`src/rtl/regfile_writeback.sv`:
```
// regfile_writeback: write-side front end of the integer register file.
// ALU and LSU results are buffered in an in-order FIFO. The FIFO drains one entry
// per cycle onto the registered write port (reg_write/w_addr/w_data). A per-register
// busy scoreboard lets decode stall on registers that still have a write pending.
// Optional feature macro: WB_BYPASS_EN adds commit-cycle forwarding for rs1/rs2.
// Data width comes from `MXLEN. A default of 32 is used when it is not already defined.

`ifndef MXLEN
`define MXLEN 32
`endif

module regfile_writeback #(
   parameter int unsigned DEPTH   = 4,
   parameter int unsigned REG_NUM = 32
) (
   input  logic              CLK,
   input  logic              RST,
   // ALU producer
   input  logic              alu_valid,
   output logic              alu_ready,
   input  logic [4:0]        alu_rd,
   input  logic [`MXLEN-1:0] alu_data,
   // LSU producer
   input  logic              lsu_valid,
   output logic              lsu_ready,
   input  logic [4:0]        lsu_rd,
   input  logic [`MXLEN-1:0] lsu_data,
   // Issue marks a destination register busy
   input  logic              iss_valid,
   input  logic [4:0]        iss_rd,
   // Decode queries
   input  logic [4:0]        chk_rs1,
   input  logic [4:0]        chk_rs2,
   input  logic [4:0]        chk_rd,
   output logic              rs1_busy,
   output logic              rs2_busy,
   output logic              rd_busy,
`ifdef WB_BYPASS_EN
   output logic              rs1_fwd_valid,
   output logic [`MXLEN-1:0] rs1_fwd_data,
   output logic              rs2_fwd_valid,
   output logic [`MXLEN-1:0] rs2_fwd_data,
`endif
   // Register file write port
   output logic              reg_write,
   output logic [4:0]        w_addr,
   output logic [`MXLEN-1:0] w_data
);

   localparam int unsigned PW = (DEPTH > 1) ? $clog2(DEPTH) : 1;
   localparam int unsigned CW = $clog2(DEPTH + 1);

   localparam logic [CW-1:0] ALU_LIM = CW'(DEPTH - 1);
   localparam logic [CW-1:0] LSU_LIM = CW'(DEPTH - 2);

   // FIFO storage and bookkeeping
   logic [4:0]        rd_mem   [DEPTH];
   logic [`MXLEN-1:0] data_mem [DEPTH];

   logic [CW-1:0] count_q, count_d;
   logic [PW-1:0] wr_ptr_q, wr_ptr_d;
   logic [PW-1:0] rd_ptr_q, rd_ptr_d;
   logic [PW-1:0] lsu_slot;

   logic alu_push;
   logic lsu_push;
   logic pop;

   logic [REG_NUM-1:0] busy_q, busy_d;

   // Readiness looks only at the registered count, so a same-cycle pop earns no credit.
   // LSU needs two free slots because it may land behind an ALU push in the same cycle.
   always_comb begin
      alu_ready = (count_q <= ALU_LIM);
      lsu_ready = (count_q <= LSU_LIM);
   end

   // Handshakes to x0 complete but never occupy a FIFO slot.
   always_comb begin
      alu_push = alu_valid && alu_ready && (alu_rd != 5'd0);
      lsu_push = lsu_valid && lsu_ready && (lsu_rd != 5'd0);
      pop      = (count_q != '0);
      lsu_slot = wr_ptr_q + PW'(alu_push);
      wr_ptr_d = wr_ptr_q + PW'(alu_push) + PW'(lsu_push);
      rd_ptr_d = rd_ptr_q + PW'(pop);
      count_d  = count_q + CW'(alu_push) + CW'(lsu_push) - CW'(pop);
   end

   // FIFO pointer and occupancy state
   always_ff @(posedge CLK or posedge RST) begin
      if (RST) begin
         count_q  <= '0;
         wr_ptr_q <= '0;
         rd_ptr_q <= '0;
      end else begin
         count_q  <= count_d;
         wr_ptr_q <= wr_ptr_d;
         rd_ptr_q <= rd_ptr_d;
      end
   end

   // FIFO payload; ALU lands first, LSU right behind it.
   always_ff @(posedge CLK) begin
      if (alu_push) begin
         rd_mem[wr_ptr_q]   <= alu_rd;
         data_mem[wr_ptr_q] <= alu_data;
      end
      if (lsu_push) begin
         rd_mem[lsu_slot]   <= lsu_rd;
         data_mem[lsu_slot] <= lsu_data;
      end
   end

   // Pop the head onto the write port; address/data hold when the FIFO is empty.
   always_ff @(posedge CLK or posedge RST) begin
      if (RST) begin
         reg_write <= 1'b0;
         w_addr    <= 5'd0;
         w_data    <= '0;
      end else begin
         reg_write <= pop;
         if (pop) begin
            w_addr <= rd_mem[rd_ptr_q];
            w_data <= data_mem[rd_ptr_q];
         end
      end
   end

   // Scoreboard next state: clear at the commit edge, then set on issue so a
   // coincident set wins. x0 is never busy.
   always_comb begin
      busy_d = busy_q;
      for (int r = 1; r < REG_NUM; r++) begin
         if (reg_write && (w_addr == 5'(r))) begin
            busy_d[r] = 1'b0;
         end
         if (iss_valid && (iss_rd == 5'(r))) begin
            busy_d[r] = 1'b1;
         end
      end
      busy_d[0] = 1'b0;
   end

   // Scoreboard state
   always_ff @(posedge CLK or posedge RST) begin
      if (RST) begin
         busy_q <= '0;
      end else begin
         busy_q <= busy_d;
      end
   end

`ifdef WB_BYPASS_EN
   logic rs1_hit;
   logic rs2_hit;

   // During the commit cycle the register file still returns the old value, so
   // forward the write port and report the source as not busy.
   always_comb begin
      rs1_hit       = reg_write && (w_addr == chk_rs1) && (chk_rs1 != 5'd0);
      rs2_hit       = reg_write && (w_addr == chk_rs2) && (chk_rs2 != 5'd0);
      rs1_fwd_valid = rs1_hit;
      rs2_fwd_valid = rs2_hit;
      rs1_fwd_data  = w_data;
      rs2_fwd_data  = w_data;
      rs1_busy      = busy_q[chk_rs1] && !rs1_hit;
      rs2_busy      = busy_q[chk_rs2] && !rs2_hit;
      rd_busy       = busy_q[chk_rd];
   end
`else
   // Plain scoreboard lookups; sources stay busy through the commit cycle.
   always_comb begin
      rs1_busy = busy_q[chk_rs1];
      rs2_busy = busy_q[chk_rs2];
      rd_busy  = busy_q[chk_rd];
   end
`endif

endmodule

```
`config.mk`:
```
export PLATFORM = sky130hd
export DESIGN_NAME = regfile_writeback
export DESIGN_NICKNAME = d
export VERILOG_FILES = /design/src/rtl/regfile_writeback.sv
export SDC_FILE = /design/constraint.sdc
export NUM_CORES = 1
export LEC_CHECK = 0
export CORE_ASPECT_RATIO = 1.1
export CORE_MARGIN = 4
export CORE_UTILIZATION = 60
export DETAILED_ROUTE_END_ITERATION = 8
export HOLD_SLACK_MARGIN = 0.03
export PLACE_DENSITY = 0.95
export SYNTH_ARGS = -nofsm -noshare
export SYNTH_HDL_FRONTEND = slang
export SYNTH_SLANG_ARGS = --single-unit
```
`constraint.sdc`:
```
create_clock -name CLK -period 11.3 [get_ports CLK]
set_input_delay 1.13 -clock CLK [delete_from_list [all_inputs] [get_ports CLK]]
set_output_delay 1.13 -clock CLK [all_outputs]
set_load 0.01 [all_outputs]
```
Yosys cells after proc, flatten, opt, wreduce, memory -nomap -nowiden
Memory sizes are Yosys's and may differ from the RTL's. A register that Yosys moved wholly into a read port is not among the register bits.
Cells that the tools add are included.
{"block": "op_classes", "mux": 72, "n_lt_le_gt_ge": 5, "eq_ne": 62, "add_sub_neg": 6, "n_reduce_logical": 100}
{"operator": "$eq 5x5->1 const B", "count": 32}
{"operator": "$eq 5x4->1 const B", "count": 16}
{"operator": "$mux 1", "count": 69}
{"operator": "$logic_and 1x1->1", "count": 66}
{"operator": "$reduce_bool 2->1", "count": 31}
{"operator": "$eq 5x3->1 const B", "count": 8}
{"operator": "$eq 5x2->1 const B", "count": 4}
{"operator": "$lt 5x6->1 const B", "count": 3}
{"operator": "$bmux 1 s5", "count": 3}
{"operator": "$eq 5x1->1 const B", "count": 2}
{"operator": "$reduce_bool 5->1", "count": 2}
{"operator": "$add 2x1->2", "count": 3}
{"operator": "$add 3x1->3", "count": 2}
{"operator": "$le 3x2->1 const B", "count": 2}
{"operator": "$reduce_bool 3->1", "count": 1}
{"operator": "$sub 3x1->3", "count": 1}
{"block": "word_totals", "ram_bits": 148, "n_memories": 2, "ff_bits": 39, "elab_cells": 282, "output_inout_bits": 43}
{"name": "data_mem", "words": 4, "width": 32, "rd": 1, "rd_clocked_by_memory_dff": 1, "write_ports": 2, "line": "58", "text": "logic [`MXLEN-1:0] data_mem [DEPTH];"}
{"name": "rd_mem", "words": 4, "width": 5, "rd": 1, "rd_clocked_by_memory_dff": 1, "write_ports": 2, "line": "57", "text": "logic [4:0] rd_mem [DEPTH];"}

Longest topological paths before layout
Gate-level depths: netlist of the first run.
{"block": "logic_depth", "ltp_word": 6, "ltp_mapped": 11}

Worst setup path after synthesis of the first run
No wires, ideal clock.
{"block": "synth_timing", "path_kind": "input to register", "startpoint": "in alu_rd[3]", "endpoint": "mem data_mem[0][0] (netlist name) (enable)", "required_ps": 10813, "path_slack_ps": 6653, "stages": 4, "arrival_ps": 4160, "setup_time_ps": 487, "cell_sequence": "nor3_1 nand2_1 nand3_1 o31ai_1"}
{"item": "start, declared", "line": "21", "text": "input logic [4:0] alu_rd,"}
{"item": "end, declared", "line": "58"}

Worst setup path in the final report of the first run
{"block": "layout_timing", "startpoint": "in chk_rs2[1]", "endpoint": "out rs2_busy"}
{"block": "layout_between", "elab_chain_cells": 2}
{"item": "start, declared", "line": "33", "text": "input logic [4:0] chk_rs2,"}
{"item": "$bmux 1 s5", "line": "174", "text": "rs2_busy = busy_q[chk_rs2];"}
{"item": "$mux 1 (not written as such)", "line": "174"}
{"item": "end, declared", "line": "36", "text": "output logic rs2_busy,"}
No other way between the ends. The select of a mux whose other input is x is not followed.

==> results.sh, run 1 <==
export IMPL_tns_ps=0
export IMPL_crit_chain="clkdlybuf4s50_1 -> mux4_2 -> nand2b_1 -> o2111ai_1 -> nand4_1 -> clkdlybuf4s50_1"
export IMPL_synth_seq_area_share_pct=56.1
export IMPL_cts_tree="built"
export IMPL_grt_remaining_overflow=0
export IMPL_syn_to_final_growth_pct=19.8
export IMPL_die_w_um=139
export IMPL_nets=960
export IMPL_die_area_um2=21100
export IMPL_netlist_instances=720
export IMPL_layout_commonest_cell="edfxtp_1"
export IMPL_worst_slack_ps=6800
export IMPL_dr_pass1_iters=6
export IMPL_ant_nets=0
export IMPL_io_pins=142
export IMPL_nFillCells=1077
export IMPL_clkSinkCount=224
export IMPL_drtIter0Drc=681
export IMPL_syn_avg_cell_area_um2=15.7
export IMPL_mostFrequentLayoutCells="edfxtp_1, clkdlybuf4s50_1, mux2_2"
export IMPL_r2r_start="count_q[2]$_DFF_PP0_"
export IMPL_grt_pass1_wl_um=43600
export IMPL_min_delay_start="w_data[0]$_DFFE_PP0N_"
export IMPL_grt_total_usage_pct=25.9
export IMPL_yosysUniqueCellTypes=42
export IMPL_setup_viol=0
export IMPL_clockRootBuffer="clkbuf_16"
export IMPL_rsz0062_at_grt="false"
export IMPL_rows=52
export IMPL_hold_path_class="reg2reg"
export IMPL_netlist_area_leader_share_pct=39.3
export IMPL_status="completed"
export IMPL_powerDensity_nw_per_um2=251
export IMPL_required_ps=10170
export IMPL_postLayoutCoreUtil_pct=73.4
export IMPL_final_max_slew_viol_count=0
export IMPL_dp_final_hpwl_um=17300
export IMPL_hold_violations=0
export IMPL_drive_gt1_share_pct=31.5
export IMPL_min_period_ps=4500
export IMPL_synth_nets=827
export IMPL_slew_headroom_pct=22.6
export IMPL_cts_inserted_buffers=22
export IMPL_end_kind="output port"
export IMPL_antenna_found_initial=0
export IMPL_path_class="in2out"
export IMPL_r2r_slack_ps=7250
export IMPL_drc=0
export IMPL_syn_area_um2=11300
export IMPL_ys_top_cells_by_area="edfxtp_1, dfrtp_1, mux2_2"
export IMPL_clk_latency_ps=500
export IMPL_tightest_slew_ps=1160
export IMPL_die_y_um=152
export IMPL_clk_pin_slew_ps=60
export IMPL_cts_htree_levels=1
export IMPL_num_antenna_cells=0
export IMPL_cts_path_max_buffers=3
export IMPL_viasPerCell=6.46
export IMPL_startpoint="chk_rs2[1]"
export IMPL_post_route_period_util_pct=39.8
export IMPL_p_leak_nw=4.87
export IMPL_start_kind="input port"
export IMPL_max_stage_delay_ps=760
export IMPL_fin_worst_skew_ps=11.5
export IMPL_synth_enable_flop_cells=148
export IMPL_synth_top_area_cell="edfxtp_1"
export IMPL_timing_fmax_mhz=222
export IMPL_crit_slowest_cell="clkdlybuf4s50_1"
export IMPL_cts_resized=0
export IMPL_cts_hold_buf=0
export IMPL_wirelength_um=27600
export IMPL_avgRoutedWirePerCell_um=24.8
export IMPL_postSynth_asyncResetShare_pct=33.9
export IMPL_ys_warn_count=0
export IMPL_synth_top_flop_cell="edfxtp_1"
export IMPL_max_vdd_ir_drop_mv=0.172
export IMPL_postCtsSetupBuffers=0
export IMPL_gp_congestion=0.947
export IMPL_pre_cts_ws_ps=6350
export IMPL_grt_pass1_vias=7597
export IMPL_grt_max_degree=77
export IMPL_port_buffers=141
export IMPL_path_max_fanout=10
export IMPL_maxCapViolations=0
export IMPL_arrival_ps=3370
export IMPL_cp_common_cell="clkdlybuf4s50_1"
export IMPL_start_util_pct=61.2
export IMPL_via_count=7178
export IMPL_ys_ff_latch=224
export IMPL_core_area_um2=18500
[metrics by stage]
stage,power (mW),instances,hold slack (ps),cell area [um^2]
5_1_grt,3.57,1112,524,13600
4_1_cts,3.42,1112,510,13600
3_5_place_dp,2.70,1072,493,12900
6_report,3.41,1112,509,13600
3_3_place_gp,2.63,1072,490,12900
2_1_floorplan,2.22,720,473,11300
[registers in the layout, summed over array words and instances (netlist names)]
register / cells
w_data: 32
w_addr: 5
busy_q: 31
rd_ptr_q: 2
data_mem: 128
reg_write: 1
wr_ptr_q: 2
count_q: 3
rd_mem: 20
[synth_stat cells (all sizes together), types with 2 or more instances]
| master | n |
|---|---|
| a21oi | 9 |
| nor2 | 9 |
| edfxtp | 148 |
| or3 | 2 |
| mux2 | 185 |
| nand2b | 15 |
| inv | 14 |
| o31ai | 2 |
| mux4 | 46 |
| nor3 | 2 |
| o2111ai | 3 |
| nand2 | 10 |
| nand4b | 2 |
| nor2b | 10 |
| nand4 | 5 |
| mux2i | 27 |
| o211ai | 3 |
| o21ai | 62 |
| and3 | 2 |
| a22oi | 6 |
| fa | 2 |
| clkbuf | 14 |
| buf | 23 |
| xor2 | 2 |
| ha | 6 |
| dfrtp | 76 |
| or2 | 4 |
| xnor2 | 3 |
| a31o | 2 |
| nand3 | 19 |
| a211oi | 3 |
[layout make-up]
type	count	area (um^2)	share of cell area, %
flip-flops and latches	224	6350	46.8
multi-input cells	445	4720	34.8
repair buffers	146	1450	10.7
clock buffers	33	653	4.82
well taps	243	304	2.24
inverters	14	53.8	0.397
clock inverters	7	32.5	0.240
[routing by layer]
layer | share of wire [%] | GRT usage (%)
met1 | 38 | 33.8
met2 | 52 | 45.2
met3 | 7.9 | 4.34
met4 | 2.7 | 7.60
met5 | 0 | 0
[critical path, delay by kind of cell]
| family | cells | cell delay [ps] |
|---|---|---|
| buffers and inverters | 2 | 1250 |
| muxes | 1 | 590 |
| and+or+nand+nor | 2 | 270 |
| AOI/OAI and AO/OA | 1 | 120 |
[power breakdown]
part	internal (mW)	leakage, nW	switching, mW
clock	0.399	0.342	0.297
sequential	1.22	2.24	0.227
combinational	0.678	2.30	0.586
total	2.30	4.87	1.11
[cells by family after synthesis]
logic type               count (synthesis)  synth area share [%]
AND/OR/NAND/NOR                         82                  4.11
multiplexers                           258                  31.2
adder cells (fa/ha/maj)                  8                  1.02
AO/OA/AOI/OAI                           92                  4.69
flip-flops                             224                  56.1
buffers and inverters                   51                  2.51
XOR/XNOR                                 5                 0.387
[worst paths after layout]
kind	to	cells past startpoint
worst max-delay path	rs2_busy	6
worst min-delay path	w_data[0]$_DFFE_PP0N_	1
worst max register to register	data_mem[0][16]$_DFFE_PP_	9
worst min register to register	w_data[0]$_DFFE_PP0N_	1
max in group asynchronous	rd_ptr_q[0]$_DFF_PP0_	3
min in group asynchronous	w_data[28]$_DFFE_PP0N_	3
No activity file was read; power rests on OpenSTA's default activity.
==> run 2, diff against run 1 <==
CORE_UTILIZATION = 56   (was 60)
PLACE_DENSITY = 0.9   (was 0.95)
clock period = 4.2 ns   (was 11.3 ns; I/O delays follow)
==> results.sh, run 2 (synthesized netlist as in run 1, its figures left out) <==
export IMPL_status="completed"
export IMPL_grt_pass1_vias=7561
export IMPL_nets=967
export IMPL_hold_violations=0
export IMPL_start_util_pct=57.0
export IMPL_worst_slack_ps=946
export IMPL_io_pins=142
export IMPL_drive_gt1_share_pct=32.1
export IMPL_viasPerCell=6.25
export IMPL_syn_to_final_growth_pct=21.9
export IMPL_arrival_ps=3500
export IMPL_num_antenna_cells=0
export IMPL_cts_resized=0
export IMPL_placed_cells=1088
export IMPL_powerDensity_nw_per_um2=684
export IMPL_port_buffers=141
export IMPL_drtIter0Drc=592
export IMPL_gp_congestion=0.983
export IMPL_required_ps=4440
export IMPL_r2r_slack_ps=950
export IMPL_grt_max_degree=52
export IMPL_hold_path_class="in2async"
export IMPL_timing_rr_end="data_mem[0][20]$_DFFE_PP_"
export IMPL_min_period_ps=3250
export IMPL_start_kind="flop"
export IMPL_p_leak_nw=4.96
export IMPL_clockRootBuffer="clkbuf_16"
export IMPL_fin_cells=1128
export IMPL_max_vdd_ir_drop_mv=0.456
export IMPL_rows=54
export IMPL_end_kind="flop"
export IMPL_avgRoutedWirePerCell_um=23.3
export IMPL_layout_commonest_cell="edfxtp_1"
export IMPL_postCtsSetupBuffers=0
export IMPL_crit_slowest_cell="or3_2"
export IMPL_die_y_um=157
export IMPL_tns_ps=0
export IMPL_dp_final_hpwl_um=17200
export IMPL_postLayoutCoreUtil_pct=69.4
export IMPL_r2r_start="count_q[2]$_DFF_PP0_"
export IMPL_setup_viol=0
export IMPL_path_class="reg2reg"
export IMPL_cts_tree="built"
export IMPL_mostFrequentLayoutCells="edfxtp_1, clkdlybuf4s50_1, mux2_2"
export IMPL_cts_inserted_buffers=22
export IMPL_clkSinkCount=224
export IMPL_grt_total_usage_pct=23.5
export IMPL_tightest_slew_ps=1210
export IMPL_ff2ff_path_depth=9
export IMPL_reg_largest_list="data_mem (128), w_data (32), busy_q (31)"
export IMPL_max_stage_delay_ps=610
export IMPL_grt_pass1_wl_um=41100
export IMPL_cts_htree_levels=1
export IMPL_drc=0
export IMPL_die_area_um2=22600
export IMPL_die_w_um=144
export IMPL_maxCapViolations=0
export IMPL_timing_fmax_mhz=307
export IMPL_via_count=7047
export IMPL_whs_ps=431
export IMPL_antenna_found_initial=0
export IMPL_cts_hold_buf=0
export IMPL_path_max_fanout=32
export IMPL_slew_headroom_pct=19.0
export IMPL_clk_latency_ps=500
export IMPL_core_area_um2=19900
export IMPL_crit_chain="inv_1 -> ha_1 -> a31oi_1 -> nand3_1 -> inv_1 -> ha_1 -> or3_2 -> buf_4 -> mux2_1"
export IMPL_largest_reg_flops=128
export IMPL_cts_path_max_buffers=3
export IMPL_final_max_slew_viol_count=0
export IMPL_wirelength_um=26300
export IMPL_ant_nets=0
export IMPL_dr_pass1_iters=7
export IMPL_rsz0062_at_grt="false"
export IMPL_fin_worst_skew_ps=11.0
export IMPL_pre_cts_ws_ps=661
export IMPL_nFillCells=1294
export IMPL_largest_register="data_mem"
export IMPL_grt_remaining_overflow=0
export IMPL_clk_pin_slew_ps=60
export IMPL_post_route_period_util_pct=77.5
run 2: cell types whose count changed in the layout (fill, tap and decap cells not counted), sizes merged:
cell,change
buf,+7
bufinv,+5
clkbuf,-5
run 2: through the flow:
stage          total power [mW]  cell area, um^2
3_5_place_dp               7.33            13000
3_3_place_gp               7.20            13000
5_1_grt                    9.92            13800
2_1_floorplan              5.98            11300
4_1_cts                    9.48            13800
6_report                   9.43            13800
run 2: per-layer routing:
layer	track usage, %	vias up	part of all wire (%)
met5	0	-	0
met4	8.21	0	3.1
met3	3.22	55	6.6
met2	41.5	333	52
met1	29.9	3558	38
li1	-	3101	-
run 2: worst max-delay path by stage:
stage	slack (ps)	startpoint	endpoint	cells after the start
after floorplan	-200	count_q[2]$_DFF_PP0_	data_mem[0][0]$_DFFE_PP_	5
after global placement	720	alu_rd[3]	data_mem[0][1]$_DFFE_PP_	9
after detailed placement	660	alu_rd[3]	data_mem[0][20]$_DFFE_PP_	9
after CTS	970	count_q[2]$_DFF_PP0_	data_mem[0][24]$_DFFE_PP_	9
after global routing	770	count_q[2]$_DFF_PP0_	data_mem[0][24]$_DFFE_PP_	9
final	950	count_q[2]$_DFF_PP0_	data_mem[0][20]$_DFFE_PP_	9
run 2: area by class of cell:
| type | instances | area (um^2) | area share [%] |
|---|---|---|---|
| flip-flops and latches | 224 | 6350 | 46.0 |
| multi-input cells | 445 | 4720 | 34.2 |
| repair buffers | 153 | 1580 | 11.4 |
| clock buffers | 28 | 594 | 4.31 |
| well taps | 252 | 315 | 2.29 |
| clock inverters | 12 | 181 | 1.32 |
| inverters | 14 | 53.8 | 0.390 |
run 2: power breakdown:
group | internal [mW] | total (mW) | switching [mW]
clock network | 1.31 | 2.11 | 0.804
registers | 3.28 | 3.86 | 0.580
logic | 1.89 | 3.46 | 1.57
run 2: critical path: cells and delay by family (launching register included):
kind / cells / cell delay [ps]
compound gates: 1 / 220
fa+ha+maj: 2 / 480
buf+inv: 3 / 610
flops: 1 / 420
mux: 1 / 380
simple gates: 2 / 880
==> run 3, diff against run 2 <==
CORE_UTILIZATION = 51   (was 56)
PLACE_DENSITY = 0.87   (was 0.9)
clock period = 2.9 ns   (was 4.2 ns; I/O delays follow)
==> results.sh, run 3 (synthesized netlist as in run 1, its figures left out) <==
export IMPL_grt_max_degree=77
export IMPL_end_kind="flop"
export IMPL_crit_chain="ha_1 -> a31oi_4 -> nand3_2 -> inv_2 -> ha_1 -> xnor2_1 -> or3_2 -> buf_12 -> mux2_1"
export IMPL_wirelength_um=26400
export IMPL_grt_remaining_overflow=0
export IMPL_slew_headroom_pct=55.0
export IMPL_via_count=7053
export IMPL_rows=56
export IMPL_drc=0
export IMPL_grt_pass1_vias=7664
export IMPL_postLayoutCoreUtil_pct=65.3
export IMPL_crit_slowest_cell="or3_2"
export IMPL_max_stage_delay_ps=540
export IMPL_clk_pin_slew_ps=60
export IMPL_start_util_pct=52.4
export IMPL_nets=996
export IMPL_maxCapViolations=0
export IMPL_placed_area_um2=13400
export IMPL_post_route_period_util_pct=94.8
export IMPL_final_max_slew_viol_count=0
export IMPL_arrival_ps=3010
export IMPL_cts_hold_buf=0
export IMPL_rsz0062_at_grt="false"
export IMPL_dr_pass1_iters=5
export IMPL_ant_nets=0
export IMPL_timing_fmax_mhz=364
export IMPL_cts_tree="built"
export IMPL_hold_path_class="in2async"
export IMPL_core_area_um2=21600
export IMPL_drive_gt1_share_pct=34.8
export IMPL_viasPerCell=5.90
export IMPL_tns_ps=0
export IMPL_antenna_found_initial=0
export IMPL_grt_total_usage_pct=21.7
export IMPL_hold_violations=0
export IMPL_dp_final_hpwl_um=17900
export IMPL_reg_largest_list="data_mem (128), w_data (32), busy_q (31)"
export IMPL_cts_htree_levels=1
export IMPL_placed_cells=1154
export IMPL_cts_path_max_buffers=3
export IMPL_status="completed"
export IMPL_port_buffers=141
export IMPL_cp_buffers_inverters=2
export IMPL_cts_inserted_buffers=23
export IMPL_cp_common_cell="ha_1"
export IMPL_p_leak_nw=5.12
export IMPL_powerDensity_nw_per_um2=966
export IMPL_num_antenna_cells=0
export IMPL_largest_reg_flops=128
export IMPL_die_y_um=164
export IMPL_io_pins=142
export IMPL_tightest_slew_ps=675
export IMPL_drtIter0Drc=419
export IMPL_fin_worst_skew_ps=18.7
export IMPL_fin_cells=1195
export IMPL_die_area_um2=24600
export IMPL_clockRootBuffer="clkbuf_16"
export IMPL_min_period_ps=2750
export IMPL_crit_family="simple AND/OR/NAND/NOR gates"
export IMPL_layout_commonest_cell="edfxtp_1"
export IMPL_whs_ps=187
export IMPL_postCtsSetupBuffers=0
export IMPL_path_max_fanout=20
export IMPL_nFillCells=1547
export IMPL_start_kind="flop"
export IMPL_die_w_um=150
export IMPL_gp_congestion=0.831
export IMPL_setup_viol=0
export IMPL_cts_resized=0
export IMPL_grt_pass1_wl_um=41700
export IMPL_path_class="reg2reg"
export IMPL_max_vdd_ir_drop_mv=0.584
export IMPL_largest_register="data_mem"
export IMPL_clk_latency_ps=520
export IMPL_syn_to_final_growth_pct=24.5
export IMPL_design_area_um2=14100
export IMPL_required_ps=3160
export IMPL_clkSinkCount=224
export IMPL_avgRoutedWirePerCell_um=22.1
export IMPL_mostFrequentLayoutCells="edfxtp_1, clkdlybuf4s50_1, mux2_2"
[run 3: layout make-up]
class                   count  area, um^2  share of cell area (%)
well taps                 290         363                    2.58
flip-flops and latches    224        6350                    45.1
inverters                  14        53.8                   0.382
repair buffers            181        1840                    13.0
multi-input cells         445        4760                    33.8
clock buffers              29         622                    4.41
clock inverters            12         106                   0.755
[run 3: final timing paths]
check	cells past startpoint	endpoint	from	slack, ps
setup / recovery	9	data_mem[2][20]$_DFFE_PP_	count_q[1]$_DFF_PP0_	150
hold / removal	3	w_data[8]$_DFFE_PP0N_	RST	190
max in group asynchronous	3	rd_ptr_q[0]$_DFF_PP0_	RST	2340
setup reg to reg	9	data_mem[2][20]$_DFFE_PP_	count_q[1]$_DFF_PP0_	150
min in group CLK	1	w_data[8]$_DFFE_PP0N_	w_data[8]$_DFFE_PP0N_	500
hold reg to reg	1	w_data[8]$_DFFE_PP0N_	w_data[8]$_DFFE_PP0N_	500
[run 3: report_power, final]
part | switching (mW) | internal, mW | leakage, nW
clock network | 1.22 | 1.63 | 0.364
registers | 0.807 | 4.75 | 2.24
logic | 2.31 | 2.90 | 2.52
total | 4.34 | 9.28 | 5.12
[run 3: tightest hold or removal path: cells and delay by family]
family | cells | cell delay, ps
buffers and inverters | 3 | 820
[run 3: metal layers]
metal	up-vias	GRT usage [%]	wire, um
li1	3159	-	-
met3	55	3.17	1410
met1	3592	27.0	10200
met2	247	39.0	13900
met5	-	0	0
met4	0	6.74	774
[run 3: stage by stage]
| stage | setup WS (ps) | power (mW) |
|---|---|---|
| floorplan | 12.6 | 8.71 |
| global placement | 96.5 | 10.6 |
| detailed placement | 25.7 | 10.8 |
| CTS | 155 | 13.7 |
| global route | 69.1 | 14.4 |
| finish | 150 | 13.6 |
